<file path="src/rtl/rs_station.sv">
// Reservation station: holds dispatched instructions until both operands are
// present (at dispatch or via CDB snoop), then issues the oldest ready entry.
// Optional macro RS_CDB_BYPASS_EN lets a CDB broadcast make an entry issuable
// in the same cycle it arrives.
module rs_station #(
    parameter  int DEPTH = 4,
    parameter  int DW    = 16,
    parameter  int TAGW  = 3,
    parameter  int FW    = 4,
    parameter  int RW    = 4,
    localparam int OCW   = $clog2(DEPTH + 1)
) (
    input  logic            clk1,
    input  logic            rst,
    input  logic            flush,
    input  logic            disp_valid,
    output logic            disp_ready,
    input  logic [FW-1:0]   disp_func,
    input  logic [RW-1:0]   disp_rd,
    input  logic [TAGW-1:0] disp_rob,
    input  logic            disp_s1_rdy,
    input  logic            disp_s2_rdy,
    input  logic [DW-1:0]   disp_s1_val,
    input  logic [DW-1:0]   disp_s2_val,
    input  logic [TAGW-1:0] disp_s1_tag,
    input  logic [TAGW-1:0] disp_s2_tag,
    input  logic            cdb_valid,
    input  logic [TAGW-1:0] cdb_tag,
    input  logic [DW-1:0]   cdb_data,
    output logic            iss_valid,
    input  logic            iss_ready,
    output logic [FW-1:0]   iss_func,
    output logic [RW-1:0]   iss_rd,
    output logic [TAGW-1:0] iss_rob,
    output logic [DW-1:0]   iss_s1,
    output logic [DW-1:0]   iss_s2,
    output logic [OCW-1:0]  occupancy
);

    localparam int IW = (DEPTH > 1) ? $clog2(DEPTH) : 1;
    localparam logic [OCW-1:0] DEPTH_C = OCW'(DEPTH);

    logic [DEPTH-1:0] valid_r;
    logic [FW-1:0]    func_r   [DEPTH];
    logic [RW-1:0]    rd_r     [DEPTH];
    logic [TAGW-1:0]  rob_r    [DEPTH];
    logic [DEPTH-1:0] s1_rdy_r;
    logic [DEPTH-1:0] s2_rdy_r;
    logic [DW-1:0]    s1_val_r [DEPTH];
    logic [DW-1:0]    s2_val_r [DEPTH];
    logic [TAGW-1:0]  s1_tag_r [DEPTH];
    logic [TAGW-1:0]  s2_tag_r [DEPTH];
    // older_r[j][i] set means entry j was allocated before entry i
    logic [DEPTH-1:0] older_r  [DEPTH];
    logic [OCW-1:0]   occ_r;

    logic [DEPTH-1:0] s1_hit_s, s2_hit_s, s1_ok_s, s2_ok_s;
    logic [DEPTH-1:0] elig_s, blk_s, pick_s;
    logic [DW-1:0]    s1_eff_s [DEPTH];
    logic [DW-1:0]    s2_eff_s [DEPTH];
    logic [IW-1:0]    iss_idx_s, free_idx_s;
    logic             iss_any_s, clr_s, disp_fire_s, iss_fire_s;
    logic             disp_s1_cap_s, disp_s2_cap_s;

    // CDB tag match per pending source and the operand view used for issue
    always_comb begin
        for (int i = 0; i < DEPTH; i++) begin
            s1_hit_s[i] = valid_r[i] & ~s1_rdy_r[i] & cdb_valid & (s1_tag_r[i] == cdb_tag);
            s2_hit_s[i] = valid_r[i] & ~s2_rdy_r[i] & cdb_valid & (s2_tag_r[i] == cdb_tag);
`ifdef RS_CDB_BYPASS_EN
            s1_ok_s[i]  = s1_rdy_r[i] | s1_hit_s[i];
            s2_ok_s[i]  = s2_rdy_r[i] | s2_hit_s[i];
            s1_eff_s[i] = s1_rdy_r[i] ? s1_val_r[i] : cdb_data;
            s2_eff_s[i] = s2_rdy_r[i] ? s2_val_r[i] : cdb_data;
`else
            s1_ok_s[i]  = s1_rdy_r[i];
            s2_ok_s[i]  = s2_rdy_r[i];
            s1_eff_s[i] = s1_val_r[i];
            s2_eff_s[i] = s2_val_r[i];
`endif
        end
        elig_s = valid_r & s1_ok_s & s2_ok_s;
    end

    // Oldest-eligible selection: an entry is blocked by any older eligible entry
    always_comb begin
        blk_s = '0;
        for (int i = 0; i < DEPTH; i++) begin
            for (int j = 0; j < DEPTH; j++) begin
                blk_s[i] = blk_s[i] | (elig_s[j] & older_r[j][i]);
            end
        end
        pick_s    = elig_s & ~blk_s;
        iss_idx_s = '0;
        iss_any_s = 1'b0;
        for (int i = DEPTH - 1; i >= 0; i--) begin
            iss_idx_s = pick_s[i] ? IW'(i) : iss_idx_s;
            iss_any_s = iss_any_s | pick_s[i];
        end
    end

    // Lowest-index free slot for allocation
    always_comb begin
        free_idx_s = '0;
        for (int i = DEPTH - 1; i >= 0; i--) begin
            free_idx_s = ~valid_r[i] ? IW'(i) : free_idx_s;
        end
    end

    // Handshakes and issue outputs; fields are zeroed whenever nothing is offered
    always_comb begin
        clr_s         = rst | flush;
        disp_ready    = ~clr_s & (occ_r < DEPTH_C);
        iss_valid     = iss_any_s & ~clr_s;
        disp_fire_s   = disp_valid & disp_ready;
        iss_fire_s    = iss_valid & iss_ready;
        disp_s1_cap_s = ~disp_s1_rdy & cdb_valid & (disp_s1_tag == cdb_tag);
        disp_s2_cap_s = ~disp_s2_rdy & cdb_valid & (disp_s2_tag == cdb_tag);
        occupancy     = occ_r;
        if (iss_valid) begin
            iss_func = func_r[iss_idx_s];
            iss_rd   = rd_r[iss_idx_s];
            iss_rob  = rob_r[iss_idx_s];
            iss_s1   = s1_eff_s[iss_idx_s];
            iss_s2   = s2_eff_s[iss_idx_s];
        end else begin
            iss_func = '0;
            iss_rd   = '0;
            iss_rob  = '0;
            iss_s1   = '0;
            iss_s2   = '0;
        end
    end

    // Entry state: clear, wakeup, issue-free and allocation
    always_ff @(posedge clk1) begin
        if (clr_s) begin
            valid_r <= '0;
            occ_r   <= '0;
            for (int i = 0; i < DEPTH; i++) begin
                older_r[i] <= '0;
            end
        end else begin
            for (int i = 0; i < DEPTH; i++) begin
                if (s1_hit_s[i]) begin
                    s1_rdy_r[i] <= 1'b1;
                    s1_val_r[i] <= cdb_data;
                end
                if (s2_hit_s[i]) begin
                    s2_rdy_r[i] <= 1'b1;
                    s2_val_r[i] <= cdb_data;
                end
            end
            if (iss_fire_s) begin
                valid_r[iss_idx_s] <= 1'b0;
            end
            if (disp_fire_s) begin
                valid_r[free_idx_s]  <= 1'b1;
                func_r[free_idx_s]   <= disp_func;
                rd_r[free_idx_s]     <= disp_rd;
                rob_r[free_idx_s]    <= disp_rob;
                s1_tag_r[free_idx_s] <= disp_s1_tag;
                s2_tag_r[free_idx_s] <= disp_s2_tag;
                s1_rdy_r[free_idx_s] <= disp_s1_rdy | disp_s1_cap_s;
                s2_rdy_r[free_idx_s] <= disp_s2_rdy | disp_s2_cap_s;
                s1_val_r[free_idx_s] <= disp_s1_rdy ? disp_s1_val : cdb_data;
                s2_val_r[free_idx_s] <= disp_s2_rdy ? disp_s2_val : cdb_data;
                older_r[free_idx_s]  <= '0;
                // Every currently valid entry is older than the new one
                for (int j = 0; j < DEPTH; j++) begin
                    older_r[j][free_idx_s] <= valid_r[j];
                end
            end
            occ_r <= occ_r + OCW'(disp_fire_s) - OCW'(iss_fire_s);
        end
    end

endmodule

</file>
<file path="config.mk">
export PLATFORM = sky130hd
export DESIGN_NAME = rs_station
export DESIGN_NICKNAME = d
export VERILOG_FILES = /design/src/rtl/rs_station.sv
export SDC_FILE = /design/constraint.sdc
export NUM_CORES = 1
export LEC_CHECK = 0
export ABC_CLOCK_PERIOD_IN_PS = 2750
export BUFFER_PORTS_ARGS = -buffer_cell sky130_fd_sc_hd__buf_2
export CAP_MARGIN = 20
export CORE_UTILIZATION = 40
export DETAILED_ROUTE_END_ITERATION = 10
export GPL_ROUTABILITY_DRIVEN = 0
export PLACE_DENSITY = 0.62
export SKIP_LAST_GASP = 1
export SLEW_MARGIN = 15
export SYNTH_ARGS = -nofsm -noshare
export SYNTH_HDL_FRONTEND = slang
export SYNTH_SLANG_ARGS = --single-unit
export TNS_END_PERCENT = 10
</file>
<file path="constraint.sdc">
create_clock -name clk1 -period 2.75 [get_ports clk1]
set_input_delay 0.275 -clock clk1 [delete_from_list [all_inputs] [get_ports clk1]]
set_output_delay 0.275 -clock clk1 [all_outputs]
set_load 0.05 [all_outputs]
</file>
Word level (Yosys, flattened, before mapping)

Memory sizes are Yosys's and may differ from the RTL's.
Index checks and enable logic that the tools add are counted.

Eq/ne operators: 14
Reduce and logical (&&, ||, !) cells: 2
Bitwise operators: 149
Muxes and demuxes: 94
Order comparisons: 6
$add $sub $neg: 2

Operators with widths:

| operator                                                                     | count |
|---|---|
| 16-bit 2-to-1 mux                                                            | 8 |
| 1-bit bitwise AND                                                            | 80 |
| 16-bit binary-select mux with 2-bit select                                   | 2 |
| 1-bit 2-to-1 mux                                                             | 63 |
| 1-bit OR                                                                     | 34 |
| 4-bit 2-to-1 mux                                                             | 8 |
| 3-bit equality test                                                          | 10 |
| 1-bit inverter                                                               | 27 |
| 4-bit bitwise AND                                                            | 4 |
| 2-bit 2-to-1 mux                                                             | 8 |
| 4-bit bitwise mux                                                            | 2 |
| 2-bit equality test, second input constant                                   | 4 |
| 4-bit inverter                                                               | 2 |
| 2-bit by 3-bit less-than comparator with 1-bit output, second input constant | 2 |
| 1-bit demux with 2-bit select                                                | 2 |
| 2-bit by 1-bit >= comparator with 1-bit output, second input constant        | 2 |
| 4-bit OR                                                                     | 1 |
| 3-bit by 1-bit adder with 3-bit output                                       | 1 |
| 3-bit >= comparator, second input constant                                   | 1 |
| 3-bit less-than comparator, second input constant                            | 1 |
| 3-bit 2-to-1 mux                                                             | 1 |
| 2-bit inverter with 3-bit output                                             | 1 |
| 3-bit by 1-bit subtractor with 3-bit output                                  | 1 |
| 1-bit logical AND                                                            | 2 |

RAM bits: 212
Bits of input ports: 76
Memories: 8
Logic and storage cells: 279
Register bits: 15
Output and inout port bits: 48

Memories:

| memory      | words | width | read ports | clocked after memory_dff | wr ports | RTL line | source |
|---|---|---|---|---|---|---|---|
| s1_val_r    | 4     | 16    | 4          | 0                        | 5        | 49       | `logic [DW-1:0] s1_val_r [DEPTH];` |
| s2_val_r    | 4     | 16    | 4          | 0                        | 5        | 50       | `logic [DW-1:0] s2_val_r [DEPTH];` |
| func_r      | 4     | 4     | 1          | 0                        | 1        | 44       | `logic [FW-1:0] func_r [DEPTH];` |
| older_r     | 4     | 4     | 4          | 0                        | 5        | 54       | `logic [DEPTH-1:0] older_r [DEPTH];` |
| rd_r        | 4     | 4     | 1          | 0                        | 1        | 45       | `logic [RW-1:0] rd_r [DEPTH];` |
| rob_r       | 4     | 3     | 1          | 0                        | 1        | 46       | `logic [TAGW-1:0] rob_r [DEPTH];` |
| +2 memories | --    | --    | --         | --                       | --       | --       |  |

Logic depth before layout (Yosys ltp)

Depth after elaboration: 22
Depth in mapped cells: 15
Depth with buffers taken out: 13

Least setup slack after synthesis

No wires, ideal clock.

Kind: register -> register
From: register valid_r[2]
To: register occ_r[2], in the netlist occupancy[2]
Arrival: 3.344 ns
Required time: 2.622 ns
Path slack: -0.722 ns
Buffers on the path: 2
Cell stages (with the launch flop): 16
Cells stage by stage: dfxtp_1 clkbuf_1 and4b_1 and4_1 buf_2 nor2_1 a21oi_1 and2_1 ha_1 inv_1 ha_1 inv_1 fa_1 xor2_1 xnor2_1 nor2_1

Cells in the longest elaborated chain, start to end: 13
Elaborated cells on any way between the ends: 22
Classes of those cells: 1 x add/sub; 21 x bitwise

Ends and longest elaborated chain:

| element                                         | RTL line | source |
|---|---|---|
| start: declaration                              | 43       | `logic [DEPTH-1:0] valid_r;` |
| start signal: assignment                        | 138      | `valid_r <= '0;` |
| start signal: indexed assignment                | 155      | `valid_r[iss_idx_s] <= 1'b0;` |
| start signal: indexed assignment                | 158      | `valid_r[free_idx_s] <= 1'b1;` |
| 4-bit bitwise AND (*) (2 in series)             | 82       | `elig_s = valid_r & s1_ok_s & s2_ok_s;` |
| 1-bit bitwise AND                               | 90       | `blk_s[i] = blk_s[i] \| (elig_s[j] & older_r[j][i]);` |
| 1-bit OR (2 in series)                          | 90       |  |
| 4-bit inverter                                  | 93       | `pick_s = elig_s & ~blk_s;` |
| 4-bit bitwise AND (*)                           | 93       |  |
| 1-bit OR (2 in series)                          | 98       | `iss_any_s = iss_any_s \| pick_s[i];` |
| 1-bit OR (*)                                    | 98       |  |
| 1-bit bitwise AND (*)                           | 114      | `iss_valid = iss_any_s & ~clr_s;` |
| via iss_valid                                   | 30       | `output logic iss_valid,` |
| 1-bit bitwise AND (*)                           | 116      | `iss_fire_s = iss_valid & iss_ready;` |
| 3-bit by 1-bit subtractor with 3-bit output (*) | 174      | `occ_r <= occ_r + OCW'(disp_fire_s) - OCW'(iss_fire_s);` |
| end signal: assignment                          | 174      |  |
| end: declaration                                | 55       | `logic [OCW-1:0] occ_r;` |

The timed path passes the listed nets; every way through them passes the cells marked *.
A chain may end at the register's enable or synchronous reset.

Final worst setup path

From: register s1_rdy_r[0], in the netlist s1_ok_s[0]
To: output iss_s1[0]

Cells in the longest elaborated chain, start to end: 17
Elaborated cells on any way between the ends: 33
Classes of those cells: 8 x mux; 25 x bitwise

Ends and longest elaborated chain:

| element                                                | RTL line | source |
|---|---|---|
| start: declaration                                     | 47       | `logic [DEPTH-1:0] s1_rdy_r;` |
| start signal: indexed assignment                       | 164      | `s1_rdy_r[free_idx_s] <= disp_s1_rdy \| disp_s1_cap_s;` |
| 4-bit bitwise AND (*) (2 in series)                    | 82       |  |
| 1-bit bitwise AND                                      | 90       |  |
| 1-bit OR (3 in series)                                 | 90       |  |
| 4-bit inverter                                         | 93       |  |
| 4-bit bitwise AND (*)                                  | 93       |  |
| 2-bit 2-to-1 mux (4 in series)                         | 97       | `iss_idx_s = pick_s[i] ? IW'(i) : iss_idx_s;` |
| 2-bit inverter with 3-bit output (implied by the code) | 124      | `iss_s1 = s1_eff_s[iss_idx_s];` |
| 16-bit binary-select mux with 2-bit select             | 124      |  |
| 16-bit 2-to-1 mux (implied by the code) (2 in series)  | 124      |  |
| 16-bit 2-to-1 mux (*)                                  | 120      | `if (iss_valid) begin` |
| end: declaration                                       | 35       | `output logic [DW-1:0] iss_s1,` |

Mark *: on every way between the ends. The rest lies on a longest branch, timed or not. The select of a mux whose other input is x is not followed.

==> results by group <==
Outcome
  – Status: finished with violations
  – Failing checks: negative setup slack

Die
  – Rows: 58
  – CORE AREA: approximately 25000 um^2
  – # IOs: 124
  – Die Span Y: about 160 um
  – Die ar.: ~27000 um^2
  – Initial Util: 41.2%
  – Die Width: about 160 um

Setup path
  – Setup Crit Path Kind: register to output port
  – Slowest CP cell: edfxtp_1
  – R2R setup slack: 0.10 ns
  – CP Capture Type: output port
  – CP peak stage delay: ~0.43 ns
  – Worst EP required: roughly 2.5 ns
  – Crit-path max FO: 7
  – Worst-path cell chain: and4b_1 -> and4_4 -> buf_4 -> nor2_4 -> buf_12 -> buf_4 -> a22oi_1 -> o22ai_4 -> buf_6
  – Most used cell, CP: buf_4
  – Arrival @ worst endpoint: roughly 2.5 ns
  – Setup crit start kind: register

Synth
  – Mux contribution to synthesized area: roughly 14%
  – XOR/XNOR share of the synthesized area: under 10%
  – Synth Warn #: 0
  – Cells after Synth: just over 700
  – #FFs+latches synth: roughly 230
  – Post-synthesis compound-gate area fraction: between 10% and 20%
  – Simple-Gate Fraction of Synth Area: 5.53%
  – Most used flip-flop cell after synthesis: edfxtp_1
  – Post-synthesis average cell area: ~15 um^2
  – Post-Synthesis Net Count: 800
  – Seq/Total Area, Yosys: about 63%
  – Post-synth EDFFs: 204
  – Largest family of logic cells by synthesized area: multiplexers
  – Async set or reset register ratio after synthesis: 0%
  – Synth cell types: 45
  – Post-Synth Adder-Cell Area: less than 1%
  – Mapped Area: around 10000 um^2

STA
  – Worst slew pin tran: ~1.1 ns
  – Unrepaired setup endpoints after global routing: true
  – F_max: between 300 and 400 MHz
  – Slew HR: ~27%
  – Final setup violation count: 1
  – Final worst path period share: 100%
  – Final Max Tran Viols: 0
  – Final Hold Violating Endpoints: 0
  – Final min period: roughly 2.8 ns
  – Worst setup margin: -0.000297 ns
  – Worst clock skew: approximately 0.012 ns

Detailed routing
  – Initial DRC Count: between 500 and 600
  – Drc violations: 0
  – Wirelength per Cell: roughly 22 um
  – Total iterations of the first detailed-routing run: 4
  – Routed WL: between 20000 and 30000 um
  – Vias: slightly below 7000
  – Vias per cell: around 5.6
  – Antenna-violating nets left: 0

Global route
  – First-pass GRT wire length: ~42000 um
  – GRT Residual Overflow: 0
  – Largest net degree at the start of global routing: 32
  – Vias in the first global route: 7113
  – Tot GR Track Use: 20.7%
  – Antenna violations before repair: 2

Power and ir drop
  – Pwr per Cell Area: about 560 nW/um^2
  – Peak supply drop: between 0.0003 and 0.0004 V
  – Lkg Pwr: 4.55 nW
  – Pwr Total: around 7.4 mW

Finish
  – Synth-to-layout area growth: 27.4%
  – Post-Layout Cell Count: 1235
  – Share of cells above drive strength 1: 46.3%
  – Fin nets: 968
  – Final Util: a little over half
  – Final instance area: between 10000 and 15000 um^2
  – Number of antenna diodes: 0

CTS
  – Reg clk slew, reported paths: about 0.06 ns
  – CTS max path bufs: 3
  – Clock Root Buffer: clkbuf_16
  – Clock sinks: ~230
  – Htree depth: 1
  – Clock Latency Late Sink: ~0.52 ns
  – TritonCTS Buffers: 24
  – CTS tree: yes

Run
  – Max-Cap Viols: 0

Placed design
  – Port bufs: ~120
  – Dpl ws: 0.0412 ns
  – Cell total after placement: approximately 1200
  – Area after DPL: about 12000 um^2
  – Post-DP HPWL: around 17000 um

Min path
  – Min-delay worst type: input pin to register
registers in the layout, summed over array words and instances, names as in the netlist:
signal / cells
occupancy: 3
s2_ok_s: 4
s1_val_r: 64
s1_tag_r: 12
older_r: 16
s2_val_r: 64
func_r: 16
s2_tag_r: 12
valid_r: 4
s1_ok_s: 4
rob_r: 12
rd_r: 16
worst paths after layout:
path,endpoint,cells after the start,startpoint
min reg2reg,older_r[2][2]$_SDFFE_PP0P_,2,older_r[2][2]$_SDFFE_PP0P_
max,iss_s1[0],9,s1_ok_s[0]$_DFFE_PP_
min,s1_tag_r[1][2]$_DFFE_PP_,1,disp_s1_tag[2]
max reg2reg,occupancy[2]$_SDFF_PN0_,14,s1_ok_s[1]$_DFFE_PP_
per-layer routing:
metal  track usage [%]  vias to the layer above  share of wire, %
met1              28.2                     3494                44
li1                  -                     3208                 -
met3              3.33                       51               5.4
met5                 0                        -             0.091
met2              33.9                      204                48
met4              6.31                        4               2.2
layout make-up:
type / count / area [um^2]
timing repair buffer: 194 / 1530
clock buffer: 29 / 641
clock inverter: 13 / 140
fill: 2171 / 12100
inverter: 12 / 51.3
sequential: 227 / 6590
tap: 330 / 413
multi-input combinational: 430 / 3970
worst max-delay path: cells and delay by family, from the launching register on:
family                 cells  cell delay (ns)
and+or+nand+nor            3             0.50
AOI/OAI and AO/OA          2             0.42
buffers and inverters      4             0.59
DFF                        1             0.43
placed cells by master, fill, tap and decap left out, types with 15 or more instances in the layout:
cell type  count
a21oi_1       18
a22oi_1       79
buf_2         80
buf_4         60
buf_6         35
clkbuf_16     25
dfxtp_1       20
edfxtp_1     204
mux2_2       108
mux2_4        20
nand2_1       21
o22ai_2       23
xnor2_1       15
xor2_1        17
cell usage after synthesis, drive strengths merged (3+ instances only):
library cell  count  area (um^2)
and4b             4         40.0
mux2            128         1520
inv              10         37.5
a21oi            19         95.1
nor4              4         25.0
a22oi            86          646
nor3              8         40.0
nor3b             4         30.0
o22ai            43          269
nor2b             3         18.8
a31o              6         52.6
and2              4         25.0
a41oi             3         26.3
clkbuf           34          128
a31oi             3         18.8
xnor2            15          131
and4              3         26.3
buf              18          108
xor2             17          149
nand2            27          144
nand4            13         81.3
dfxtp            23          460
nand3             8         45.0
nor2             11         41.3
edfxtp          204         6130
o21ai             8         40.0
power by group:
| group | total (mW) | leakage (nW) | switching (mW) | internal [mW] |
|---|---|---|---|---|
| sequential | 3.81 | 2.03 | 0.0136 | 3.79 |
| clock | 3.23 | 0.377 | 1.30 | 1.93 |
| combinational | 0.409 | 2.14 | 0.221 | 0.188 |
| total | 7.45 | 4.55 | 1.53 | 5.91 |
stage by stage:
step,setup TNS (ns),hold slack (ns)
floorplan,-0.0458,0.374
global placement,0,0.430
detailed placement,0,0.429
CTS,-0.614,0.00671
global route,-2.97,0.0176
finish,-0.000297,0.0232
kinds of logic (layout without fill, tap and decap cells):
family / Yosys count / in the layout
and+or+nand+nor: 96 / 96
AOI/OAI and AO/OA: 171 / 171
muxes: 128 / 128
xor gates and xnor gates: 32 / 32
buffers and inverters: 64 / 248
DFF: 227 / 227
adders and majority gates: 3 / 3
repair_timing:
item,4_1_cts,5_1_grt
setup buffers,9,7
hold buffers,11,0
pin swaps,8,7
endpoints found under the hold margin,44,0
resized for setup,76,80
setup endpoints to repair,43,44
gates cloned,2,0
Note: power is estimated with default switching activity, not from simulation.
